**src/rtl/key_conditioner_if.sv**
```systemverilog
`default_nettype none
// ============================================================================
//  Module      : key_conditioner_if
//  Description : Button-side bundle of the key conditioner. It carries the raw
//                active-low keys into the block and the conditioned levels and
//                event pulses out to the recorder/player controller.
//                  i_key_n   [N_KEYS] raw buttons, active-low, asynchronous
//                  o_level   [N_KEYS] debounced pressed level, 1 = held
//                  o_press   [N_KEYS] one-cycle press event, one-hot or zero
//                  o_release [N_KEYS] one-cycle release event
//                  o_long    [N_KEYS] one-cycle long-press event
//                  o_pending          a press is still queued for emission
//                Modport slave is the conditioner; modport master is whatever
//                drives the keys and consumes the events.
//  Revision    : 1.0 - initial release
// ============================================================================
interface key_conditioner_if #(
    parameter int N_KEYS = 3
);
    logic [N_KEYS-1:0] i_key_n;
    logic [N_KEYS-1:0] o_level;
    logic [N_KEYS-1:0] o_press;
    logic [N_KEYS-1:0] o_release;
    logic [N_KEYS-1:0] o_long;
    logic              o_pending;

    modport slave (
        input  i_key_n,
        output o_level,
        output o_press,
        output o_release,
        output o_long,
        output o_pending
    );

    modport master (
        output i_key_n,
        input  o_level,
        input  o_press,
        input  o_release,
        input  o_long,
        input  o_pending
    );
endinterface
`default_nettype wire

```
**src/rtl/key_conditioner.sv**
```systemverilog
`default_nettype none
// ============================================================================
//  Module      : key_conditioner
//  Description : Converts raw active-low push buttons into debounced levels
//                and one-cycle press/release events. Each key runs through a
//                2-FF synchronizer and a 4-state debounce FSM. Press events
//                are queued in pending bits and emitted one per cycle, lowest
//                index first, so the controller never sees two presses in the
//                same cycle. Release events are not arbitrated.
//  Ports       : i_clk  - system clock
//                i_rst  - synchronous active-high reset
//                bus    - key_conditioner_if.slave (keys in, events out)
//  Options     : `define KEY_LONG_PRESS_EN adds a per-key hold counter that
//                fires one o_long pulse after LONG_CYC cycles of debounced
//                hold; without it o_long is tied low and no counter exists.
//  Revision    : 1.0 - initial release
// ============================================================================
module key_conditioner #(
    parameter int N_KEYS       = 3,
    parameter int DEBOUNCE_CYC = 500000,
    parameter int CNT_W        = 20,
    parameter int LONG_CYC     = 50000000,
    parameter int LONG_W       = 26
) (
    input wire logic          i_clk,
    input wire logic          i_rst,
    key_conditioner_if.slave  bus
);

    // Elaboration-time sanity checks on the counter sizing.
    if (DEBOUNCE_CYC < 2) begin : g_chk_deb
        $error("key_conditioner: DEBOUNCE_CYC must be at least 2");
    end
    if ((64'd1 << CNT_W) <= 64'(DEBOUNCE_CYC)) begin : g_chk_cnt_w
        $error("key_conditioner: CNT_W too narrow for DEBOUNCE_CYC");
    end
    if ((64'd1 << LONG_W) <= 64'(LONG_CYC)) begin : g_chk_long_w
        $error("key_conditioner: LONG_W too narrow for LONG_CYC");
    end

    typedef enum logic [1:0] {
        S_UP      = 2'd0,
        S_DN_WAIT = 2'd1,
        S_DOWN    = 2'd2,
        S_UP_WAIT = 2'd3
    } state_t;

    localparam logic [CNT_W-1:0] c_DEB_MAX = CNT_W'(DEBOUNCE_CYC - 1);
`ifdef KEY_LONG_PRESS_EN
    localparam logic [LONG_W-1:0] c_LONG_MAX = LONG_W'(LONG_CYC - 1);
`endif

    logic [N_KEYS-1:0] r_sync1;
    logic [N_KEYS-1:0] r_sync2;
    logic [N_KEYS-1:0] w_set;
    logic [N_KEYS-1:0] w_rel;
    logic [N_KEYS-1:0] w_level;
    logic [N_KEYS-1:0] w_long;
    logic [N_KEYS-1:0] w_pend_all;
    logic [N_KEYS-1:0] w_grant;
    logic [N_KEYS-1:0] w_pend_left;
    logic [N_KEYS-1:0] r_pend;
    logic [N_KEYS-1:0] r_press;
    logic [N_KEYS-1:0] r_release;
    logic              r_pending;

    // Two-stage synchronizer; a pressed key (low pin) becomes a 1 here.
    always_ff @(posedge i_clk) begin
        if (i_rst) begin
            r_sync1 <= '0;
            r_sync2 <= '0;
        end else begin
            r_sync1 <= ~bus.i_key_n;
            r_sync2 <= r_sync1;
        end
    end

    for (genvar gi = 0; gi < N_KEYS; gi++) begin : g_key
        state_t           r_state;
        state_t           w_state_nxt;
        logic [CNT_W-1:0] r_cnt;
        logic [CNT_W-1:0] w_cnt_nxt;
        logic             w_set_k;
        logic             w_rel_k;

        always_ff @(posedge i_clk) begin
            if (i_rst) begin
                r_state <= S_UP;
                r_cnt   <= '0;
            end else begin
                r_state <= w_state_nxt;
                r_cnt   <= w_cnt_nxt;
            end
        end

        // The counter only advances while it is below the terminal value,
        // so it saturates rather than wraps.
        always_comb begin
            w_state_nxt = r_state;
            w_cnt_nxt   = r_cnt;
            w_set_k     = 1'b0;
            w_rel_k     = 1'b0;
            case (r_state)
                S_UP: begin
                    if (r_sync2[gi]) begin
                        w_state_nxt = S_DN_WAIT;
                        w_cnt_nxt   = '0;
                    end
                end
                S_DN_WAIT: begin
                    if (!r_sync2[gi]) begin
                        w_state_nxt = S_UP;
                    end else if (r_cnt == c_DEB_MAX) begin
                        w_state_nxt = S_DOWN;
                        w_set_k     = 1'b1;
                    end else begin
                        w_cnt_nxt = r_cnt + CNT_W'(1);
                    end
                end
                S_DOWN: begin
                    if (!r_sync2[gi]) begin
                        w_state_nxt = S_UP_WAIT;
                        w_cnt_nxt   = '0;
                    end
                end
                S_UP_WAIT: begin
                    if (r_sync2[gi]) begin
                        w_state_nxt = S_DOWN;
                    end else if (r_cnt == c_DEB_MAX) begin
                        w_state_nxt = S_UP;
                        w_rel_k     = 1'b1;
                    end else begin
                        w_cnt_nxt = r_cnt + CNT_W'(1);
                    end
                end
                default: begin
                    w_state_nxt = S_UP;
                    w_cnt_nxt   = '0;
                end
            endcase
        end

        assign w_set[gi]   = w_set_k;
        assign w_rel[gi]   = w_rel_k;
        assign w_level[gi] = (r_state == S_DOWN) || (r_state == S_UP_WAIT);

`ifdef KEY_LONG_PRESS_EN
        logic [LONG_W-1:0] r_lcnt;
        logic              r_long_k;

        // Counts throughout the debounced hold, including a release bounce
        // back into S_DOWN. Saturation at the terminal value gives exactly
        // one pulse per hold; only S_UP/S_DN_WAIT rearm it.
        always_ff @(posedge i_clk) begin
            if (i_rst) begin
                r_lcnt   <= '0;
                r_long_k <= 1'b0;
            end else begin
                r_long_k <= 1'b0;
                if ((r_state == S_DOWN) || (r_state == S_UP_WAIT)) begin
                    if (r_lcnt != c_LONG_MAX) begin
                        r_lcnt   <= r_lcnt + LONG_W'(1);
                        r_long_k <= ((r_lcnt + LONG_W'(1)) == c_LONG_MAX);
                    end
                end else begin
                    r_lcnt <= '0;
                end
            end
        end

        assign w_long[gi] = r_long_k;
`else
        assign w_long[gi] = 1'b0;
`endif
    end

    // Press arbiter: a set arriving this cycle joins the queue before the
    // pick, so an uncontested press is emitted with no extra latency. OR-ing
    // a new set into an already pending bit absorbs the duplicate.
    always_comb begin
        w_pend_all  = r_pend | w_set;
        w_grant     = w_pend_all & (~w_pend_all + N_KEYS'(1));
        w_pend_left = w_pend_all & ~w_grant;
    end

    always_ff @(posedge i_clk) begin
        if (i_rst) begin
            r_pend    <= '0;
            r_press   <= '0;
            r_release <= '0;
            r_pending <= 1'b0;
        end else begin
            r_pend    <= w_pend_left;
            r_press   <= w_grant;
            r_release <= w_rel;
            r_pending <= |w_pend_left;
        end
    end

    assign bus.o_level   = w_level;
    assign bus.o_press   = r_press;
    assign bus.o_release = r_release;
    assign bus.o_long    = w_long;
    assign bus.o_pending = r_pending;

endmodule
`default_nettype wire

```
**src/flat_wrapper.sv**
```systemverilog
// flat-port wrapper written by rule: the top's interface ports become plain ports
module key_conditioner_flat 
#(
    parameter int N_KEYS       = 3,
    parameter int DEBOUNCE_CYC = 500000,
    parameter int CNT_W        = 20,
    parameter int LONG_CYC     = 50000000,
    parameter int LONG_W       = 26
)
  (i_clk, i_rst, bus_i_key_n, bus_o_level, bus_o_press, bus_o_release, bus_o_long, bus_o_pending);
  key_conditioner_if #(.N_KEYS(N_KEYS)) bus_i ();
  input wire logic i_clk;
  input wire logic i_rst;
  input wire logic [$bits(bus_i.i_key_n)-1:0] bus_i_key_n;
  output wire logic [$bits(bus_i.o_level)-1:0] bus_o_level;
  output wire logic [$bits(bus_i.o_press)-1:0] bus_o_press;
  output wire logic [$bits(bus_i.o_release)-1:0] bus_o_release;
  output wire logic [$bits(bus_i.o_long)-1:0] bus_o_long;
  output wire logic [$bits(bus_i.o_pending)-1:0] bus_o_pending;
  assign bus_i.i_key_n = bus_i_key_n;
  assign bus_o_level = bus_i.o_level;
  assign bus_o_press = bus_i.o_press;
  assign bus_o_release = bus_i.o_release;
  assign bus_o_long = bus_i.o_long;
  assign bus_o_pending = bus_i.o_pending;
  key_conditioner #(.N_KEYS(N_KEYS), .DEBOUNCE_CYC(DEBOUNCE_CYC), .CNT_W(CNT_W), .LONG_CYC(LONG_CYC), .LONG_W(LONG_W)) u_core (.i_clk(i_clk), .i_rst(i_rst), .bus(bus_i));
endmodule
```
**config.mk**
```make
export PLATFORM = sky130hd
export DESIGN_NAME = key_conditioner_flat
export DESIGN_NICKNAME = d
export VERILOG_FILES = /design/src/rtl/key_conditioner_if.sv /design/src/rtl/key_conditioner.sv /design/src/flat_wrapper.sv
export SDC_FILE = /design/constraint.sdc
export NUM_CORES = 1
export LEC_CHECK = 0
export ABC_CLOCK_PERIOD_IN_PS = 2950
export CORE_UTILIZATION = 55
export CTS_CLUSTER_SIZE = 24
export DETAILED_ROUTE_END_ITERATION = 8
export PLACE_DENSITY_LB_ADDON = 0.08
export SYNTH_ARGS = -nofsm -noshare
export SYNTH_HDL_FRONTEND = slang
export SYNTH_SLANG_ARGS = --single-unit
```
**constraint.sdc**
```tcl
create_clock -name i_clk -period 2.95 [get_ports i_clk]
set_clock_uncertainty 0.05 [all_clocks]
set_input_delay 0.59 -clock i_clk [delete_from_list [all_inputs] [get_ports i_clk]]
set_output_delay 0.59 -clock i_clk [all_outputs]
set_load 0.02 [all_outputs]
```
After elaboration in Yosys (flattened, before gate mapping)
Cells that the tools add are included.
{"block": "op_classes", "addsub": 4, "n_mul": 0, "div": 0, "magnitude_cmp": 0, "n_eq_ne": 30, "n_shift": 0, "mux": 48, "bitwise_logic": 9, "n_reduce_logical": 16}
{"cell": "$mux W20", "n": 15}
{"cell": "$pmux W20 S4", "n": 3}
{"cell": "$add A20 B1 Y20 const B", "n": 3}
{"cell": "$eq A20 B19 Y1 const B", "n": 3}
{"cell": "$mux W2", "n": 18}
{"cell": "$pmux W2 S4", "n": 3}
{"cell": "$reduce_and A4 Y1", "n": 6}
{"cell": "$eq A2 B2 Y1 const B", "n": 6}
{"cell": "$ne A2 B1 Y1 const B", "n": 6}
{"cell": "$ne A2 B2 Y1 const B", "n": 6}
{"cell": "$reduce_or A3 Y1", "n": 4}
{"cell": "$mux W1", "n": 9}
{"cell": "$ne A3 B1 Y1 const B", "n": 3}
{"cell": "$ne A3 B3 Y1 const B", "n": 3}
{"cell": "$not A3 Y3", "n": 3}
{"cell": "$and A3 B3 Y3", "n": 2}
{"cell": "$eq A2 B1 Y1 const B", "n": 3}
{"cell": "$logic_not A2 Y1", "n": 3}
{"cell": "$add A3 B1 Y3 const B", "n": 1}
{"cell": "$logic_or A1 B1 Y1", "n": 3}
{"cell": "$not A1 Y1", "n": 3}
{"cell": "$or A3 B3 Y3", "n": 1}
{"block": "totals", "reg_bits": 82, "latch_bits": 0, "ram_bits": 0, "romBits": 0, "out_inout_bits": 13, "mem_count": 0}

Longest topological paths before layout
Gate-level depths: netlist of run 1.
{"block": "logic_depth", "word_depth": 11, "depth_mapped": 8, "mapped_depth_nobuf": 6}

Worst setup path before layout of run 1
OpenSTA, ideal clock, no wires.
{"block": "synth_path", "kind": "reg2reg", "from": "register u_core.g_key[1].r_cnt[0]", "to": "register u_core.g_key[1].r_cnt[12]", "setup_ns": 0.070, "arrival_ns": 1.864, "t_required_ns": 2.830, "slack_ns": 0.965, "stages_incl_launch_ff": 7, "path_buffers": 1, "cell_sequence": "dfxtp_1 -> ha_1 -> nand4_1 -> or4_1 -> buf_2 -> or3_1 -> a21oi_1"}
{"block": "synth_via", "elab_chain_cells": 4, "word_cells_on_any_way": 6}
{"item": "start, declared", "line": "key_conditioner.sv:81", "source": "logic [CNT_W-1:0] r_cnt;"}
{"item": "start signal, assigned", "line": "key_conditioner.sv:92", "source": "r_cnt <= w_cnt_nxt;"}
{"item": "$add A20 B1 Y20 or $eq A20 B19 Y1 (tied branches)"}
{"item": "$mux W20 *", "line": "key_conditioner.sv:113, key_conditioner.sv:129"}
{"item": "$mux W20 (on tied branches)", "line": "key_conditioner.sv:127, key_conditioner.sv:111"}
{"item": "$pmux W20 S4 *", "line": "key_conditioner.sv:103", "source": "case (r_state)"}
Mark *: on every way between the ends. The rest lies on a longest branch, timed or not. The select of a mux whose other input is x is not followed.
A chain may end at the register's enable or synchronous reset.

Worst setup path after layout of run 1
{"block": "layout_path", "from": "register u_core.g_key[2].r_cnt[0]", "to": "register u_core.g_key[2].r_cnt[18]"}
{"block": "layout_via", "elab_chain_cells": 4, "word_cells_on_any_way": 6}
{"item": "start, declared", "line": "key_conditioner.sv:81"}
{"item": "start signal, assigned", "line": "key_conditioner.sv:92"}
{"item": "$add A20 B1 Y20 or $eq A20 B19 Y1 (tied branches)"}
{"item": "$mux W20 *", "line": "key_conditioner.sv:113, key_conditioner.sv:129"}
{"item": "$mux W20 (on tied branches)", "line": "key_conditioner.sv:127, key_conditioner.sv:111"}
{"item": "$pmux W20 S4 *", "line": "key_conditioner.sv:103"}
Marks and branches as above.

==> results of run 1 <==
## synthesized netlist by cell type (all sizes together) (7+ instances only)
| master | number | share of area [%] |
|---|---|---|
| buf | 12 | 1.9 |
| nand2 | 33 | 3.3 |
| dfxtp | 81 | 43 |
| or3 | 17 | 2.8 |
| nand4 | 16 | 2.6 |
| nor2 | 51 | 5.1 |
| a21oi | 31 | 4.1 |
| nor4b | 7 | 1.6 |
| nand3 | 30 | 4.0 |
| and4 | 7 | 1.6 |
| and3 | 7 | 1.2 |
| nor4 | 11 | 2.2 |
| clkbuf | 12 | 1.2 |
| inv | 9 | 0.89 |
| nor3 | 9 | 1.5 |
| or4 | 13 | 2.7 |
| xor2 | 11 | 2.7 |
| xnor2 | 17 | 3.9 |
| o31ai | 8 | 1.7 |
| o21ai | 20 | 2.6 |
## cells in the final DEF, fill, tap and decap left out, types with 9 or more instances in the layout
| cell | netlist | layout |
|---|---|---|
| dfxtp_1 | 81 | 81 |
| nor2_1 | 50 | 50 |
| nand2_1 | 32 | 32 |
| a21oi_1 | 31 | 31 |
| nand3_1 | 30 | 30 |
| xnor2_1 | 17 | 17 |
| or3_1 | 17 | 17 |
| nand4_1 | 16 | 16 |
| o21ai_0 | 15 | 15 |
| clkdlybuf4s50_1 | 0 | 14 |
| or4_1 | 12 | 12 |
| nor4_1 | 10 | 10 |
| xor2_1 | 10 | 10 |
| buf_4 | 4 | 10 |
| inv_1 | 9 | 9 |
| clkbuf_8 | 0 | 9 |
## layout make-up
type / count / area (sq um) / share of cell area (%)
multi-input cells: 332 / 2010 / 48.0
flip-flops and latches: 81 / 1620 / 38.7
repair buffers: 24 / 215 / 5.14
clock buffers: 10 / 128 / 3.05
well taps: 77 / 96.3 / 2.30
clock inverters: 6 / 82.6 / 1.97
inverters: 9 / 33.8 / 0.806
## routing by layer
metal  up-vias  GRT usage, %  share of wire (%)  routed length [um]
li1       1636             -                  -                   -
met1      1472          31.0                 49                3910
met2        62          37.8                 45                3590
met3        10          4.47                3.8                 298
met4         0          7.86                1.6                 126
met5         -             0                  0                   0
## flip-flops by register name, indices dropped and copies added (netlist names), named ones only
| register | count |
|---|---|
| u_core.g_key.r_state | 3 |
| u_core.bus.o_press | 3 |
| u_core.bus.o_pending | 1 |
| u_core.bus.o_release | 3 |
| u_core.r_sync2 | 3 |
| u_core.g_key.r_cnt | 60 |
| u_core.r_pend | 2 |
| u_core.r_sync1 | 3 |
## cells by family (layout without fill, tap and decap cells)
kind of cell	Yosys count	count (layout)	synth area share [%]
flip-flops	81	81	42.8
AO/OA/AOI/OAI	78	78	12.7
multiplexers	3	3	0.793
buffers and inverters	34	49	4.23
other	1	3	0.0990
adder cells (fa/ha/maj)	4	4	1.29
AND/OR/NAND/NOR	216	216	31.5
XOR/XNOR	28	28	6.67
## metrics by stage
step	worst slack (ps)	power [mW]	hold slack, ps
after floorplan	965	1.17	364
final	750	2.03	387
after detailed placement	721	1.19	370
after CTS	766	2.05	386
after global routing	575	2.10	402
after global placement	769	1.19	367
## power breakdown
part	internal (mW)	leakage (nW)	switching [mW]
Clock	0.473	0.106	0.397
Combinational	0.0189	0.615	0.0433
Sequential	1.10	0.654	0.00478
Total	1.59	1.37	0.445
## worst max path at each step
| stage | start | endpoint | slack (ps) | depth (start not counted) |
|---|---|---|---|---|
| floorplan | u_core.g_key[1].r_cnt[0] | u_core.g_key[1].r_cnt[12] | 970 | 6 |
| global placement | i_rst | u_core.g_key[2].r_cnt[9] | 770 | 4 |
| detailed placement | i_rst | u_core.g_key[2].r_cnt[3] | 720 | 4 |
| CTS | u_core.g_key[2].r_cnt[0] | u_core.g_key[2].r_cnt[18] | 770 | 7 |
| global route | u_core.g_key[0].r_cnt[0] | u_core.g_key[0].r_cnt[3] | 580 | 7 |
| finish | u_core.g_key[2].r_cnt[0] | u_core.g_key[2].r_cnt[18] | 750 | 7 |
==> reports/results.ini, run 1 <==
[setup_path]
crit_family=compound AO/OA/AOI/OAI gates
path_buf_inv=1
crit_fanout=12
worst_setup_path_start_kind=register
critPathCaptureType=register
critical-path-max-stage-delay_ps=630
slowest_stage=o21ai_1
arrival_ps=2380
r2r-start=u_core.g_key[2].r_cnt[0]
reg2reg_slack_ps=750
r2r_cells=7
crit_required_ps=3130
critPathKind=register to register
crit_chain=ha_1, and4_1, buf_4, nand3_1, o21ai_1, or4_1, a21oi_1
rr_endpoint=u_core.g_key[2].r_cnt[18]

[sta]
finalMaxSlewViolations=0
setup_violations=0
hold_violations=0
fmax_mhz=454
fin_setup_tns_ps=0
rsz0062_at_grt=no
tightest_slew_ps=732
slew_headroom_pct=50.9
layout_min_cycle_time_ps=2200
period_share_pct=74.6

[logic_synthesis]
syn_avg_cell_area_sq_um=8.51
syn_inst=445
ys.flop_type=dfxtp_1
seq_area_frac_synth_pct=42.8
yosysUniqueCellTypes=58
synth_seq_cells=81
yosys_warnings=0
synth_area_sq_mm=0.00379
synthArstFlopShare_pct=0
synth-edff-count=0

[floorplan]
initial_utilization_pct=58.3
ios=18
rows=29
chipHeight_um=85.0
dieWidth_um=85.0
core_sq_mm=0.00649
die_area_sq_mm=0.00722

[global_routing]
grt_overflow_total=0
first_global_vias=2906
antenna_found_initial=0
grtUsageTotal_pct=23.2
grt_max_degree=20
grt_pass1_wl_um=13400

[final_layout]
fillCellCount=563
final_util_pct=64.5
nets=465
design_area_sq_mm=0.00419
drive_gt1_share_pct=8.87
instances_no_fill=539
antenna_cells=0
syn_to_final_growth_pct=10.6

[place]
gp_congestion=0.850
place_area_sq_mm=0.00398
dp_hpwl_um=5610
io_buffers=14
place_inst=523

[hold_path]
min_from=u_core.r_sync1[1]
hold_class=register to register
whs_path_depth=1
min_to=u_core.r_sync2[1]

[clock_tree]
cts_root_buf=clkbuf_8
h-tree-depth=3
cts_setup_buffers=0
clkTransAtPathRegs_ps=80
cts_tree=built
cts_num_sinks=81
cts_resized=0
clock_path_buffers=2
cts_hold_buffers=0
cts-buffers-inserted=9
clk_latency_ps=350

[job]
maxCapViolCount=0

[run_status]
violations=design-rule violations
outcome=finished with violations

[power_and_ir_drop]
p_per_area_mw_per_mm2=485
vdd_drop_max_mv=0.329
leakagePower_nw=1.37

[drt]
drtIter0Drc=137
vias=3180
firstDrtPassIters=7
drc=3
ant_nets=0
wire_per_inst_um=14.7
postRouteWirelength_um=7930
viasPerCell=5.90

Note: power is estimated with default switching activity, not from simulation.
==> run 2: changes to the inputs <==
Settings changed: ABC_CLOCK_PERIOD_IN_PS 2950 to 2100.
Clock period 2.95 ns to 2.1 ns, I/O delays scaled along.
==> reports/results.ini, run 2 (synthesized netlist as in run 1, its figures left out) <==
[global_routing]
grt_max_degree=32  ; was 20
use_met2_pct=37.0  ; was 37.8%
antenna_found_initial=0  ; unchanged
met1_usage_pct=31.7  ; was 31.0%
grt_pass1_wl_um=13700  ; was 13400 um
use_met3_pct=4.67  ; was 4.47%
first_global_vias=3060  ; was 2906
grtUsageTotal_pct=23.7  ; was 23.2%
busiest_layer=met2  ; unchanged
grt_overflow_total=0  ; unchanged

[final_layout]
fillCellCount=545  ; was 563
syn_to_final_growth_pct=15.7  ; was 10.6%
most-common-layout-cells=79 x dfxtp_1, 50 x nor2_1, 32 x nand2_1  ; was 81 x dfxtp_1, 50 x nor2_1, 32 x nand2_1
area.sequential_sq_mm=0.00162  ; about the same
final_util_pct=67.5  ; was 64.5%
antenna_cells=0  ; unchanged
multiInputGateArea_sq_mm=0.00204  ; was 0.00201 sq mm
largest_reg_flops=60  ; unchanged
top_register=u_core.g_key.r_cnt  ; unchanged
nets=484  ; was 465
design_area_sq_mm=0.00438  ; was 0.00419 sq mm
final_common_cell=dfxtp_1  ; unchanged
instances_no_fill=558  ; was 539
drive_gt1_share_pct=13.9  ; was 8.87%

[job]
maxCapViolCount=0  ; unchanged

[clock_tree]
clk_latency_ps=360  ; was 350 ps
clock_path_buffers=2  ; unchanged
cts_root_buf=clkbuf_8  ; unchanged
clkTransAtPathRegs_ps=80  ; about the same
cts_num_sinks=81  ; unchanged
cts_tree=built  ; unchanged
h-tree-depth=3  ; unchanged
cts-buffers-inserted=9  ; unchanged
cts_hold_buffers=0  ; unchanged

[setup_path]
arrival_ps=2270  ; was 2380 ps
worst_setup_path_start_kind=register  ; unchanged
critPathKind=register to register  ; unchanged
crit_fanout=11  ; was 12
critPathCaptureType=register  ; unchanged
reg2reg_slack_ps=60  ; was 750 ps
crit_required_ps=2330  ; was 3130 ps

[sta]
hold_slack_ps=397  ; was 387 ps
period_share_pct=97.4  ; was 74.6%
fmax_mhz=489  ; was 454 MHz
slew_headroom_pct=66.5  ; was 50.9%
layout_min_cycle_time_ps=2040  ; was 2200 ps
hold_violations=0  ; unchanged
finalMaxSlewViolations=0  ; unchanged
tightest_slew_ps=495  ; was 732 ps
fin_setup_tns_ps=0  ; unchanged
setup_violations=0  ; unchanged
rsz0062_at_grt=no  ; unchanged

[power_and_ir_drop]
swShare_pct=22.0  ; was 21.9%
leakagePower_nw=1.48  ; was 1.37 nW
p_per_area_mw_per_mm2=650  ; was 485 mW/mm^2
power.switching_mw=0.628  ; was 0.445 mW
clkPwrFrac_pct=42.3  ; was 42.8%
pwr-share-seq_pct=54.4  ; was 54.2%
pwr-share-comb_pct=3.3  ; was 3.1%
p_int_mw=2.22  ; was 1.59 mW
vdd_drop_max_mv=0.409  ; was 0.329 mV

[place]
place_area_sq_mm=0.00412  ; was 0.00398 sq mm
io_buffers=14  ; unchanged
gp_congestion=0.823  ; was 0.850
dp_hpwl_um=5700  ; was 5610 um
place_inst=540  ; was 523

[run_status]
violations=design-rule violations  ; unchanged
outcome=finished with violations  ; unchanged

[floorplan]
ios=18  ; unchanged
core_sq_mm=0.00649  ; unchanged
dieWidth_um=85.0  ; unchanged
rows=29  ; unchanged
initial_utilization_pct=58.3  ; unchanged
die_area_sq_mm=0.00722  ; unchanged
chipHeight_um=85.0  ; unchanged

[drt]
vias=3283  ; was 3180
ant_nets=0  ; unchanged
firstDrtPassIters=6  ; was 7
viasPerCell=5.88  ; was 5.90
wire_per_inst_um=14.5  ; was 14.7 um
drtIter0Drc=175  ; was 137
postRouteWirelength_um=8070  ; was 7930 um
drc=3  ; unchanged

[hold_path]
hold_class=register to register  ; unchanged

run 2: cell count changes in the layout (fill, tap and decap cells not counted), moves of 2 or more:
cell	change
dfxtp_2	+2
buf_4	+18
clkinv_2	-2
clkbuf_8	+3
dfxtp_1	-2
run 2: timing repair:
action                                 in CTS  in global routing
setup endpoints to repair                   1                  8
buffers inserted                            0                  2
endpoints found under the hold margin       0                  0
resized for setup                           1                  7
pin swaps                                   0                  2
run 2: metrics by stage:
stage / power [mW] / worst slack (ps)
floorplan: 1.64 / 115
global placement: 1.68 / 116
detailed placement: 1.68 / 35.2
CTS: 2.87 / 16.9
global route: 2.95 / 19.1
finish: 2.85 / 55.2
run 2: path summary, 6_finish.rpt:
kind | start | endpoint | depth (start not counted)
max | u_core.g_key[1].r_cnt[0] | u_core.g_key[1].r_cnt[7] | 7
max reg2reg | u_core.g_key[1].r_cnt[0] | u_core.g_key[1].r_cnt[7] | 7
min reg2reg | u_core.r_sync1[0] | u_core.r_sync2[0] | 1
min | u_core.r_sync1[0] | u_core.r_sync2[0] | 1
run 2: worst max-delay path, cell delays in order, from the launching register on:
cell	delay, ps
dfxtp_1	350
ha_2	210
nand4_1	130
buf_4	150
nor4_4	60
a31o_4	300
or4_1	540
a21oi_1	190
run 2: metal layers:
layer  up-vias  routed length (um)
li1       1673                   -
met1      1542                4020
met2        49                3650
met3        19                 200
met4         0                 199
met5         -                   0
run 2: power by group through the flow:
stage          combinational [mW]  clock (mW)  sequential [mW]
4_1_cts                    0.0937        1.22             1.55
2_1_floorplan              0.0620           0             1.58
3_3_place_gp               0.0926           0             1.58
5_1_grt                     0.104        1.30             1.55
6_report                   0.0947        1.20             1.55
3_5_place_dp               0.0934           0             1.58
run 2: cell type report:
type                    count  area share, %
clock buffers              12           3.77
clock inverters             4           1.14
flip-flops and latches     81           37.1
inverters                   9          0.771
multi-input cells         332           46.6
well taps                  77           2.20
repair buffers             43           8.45
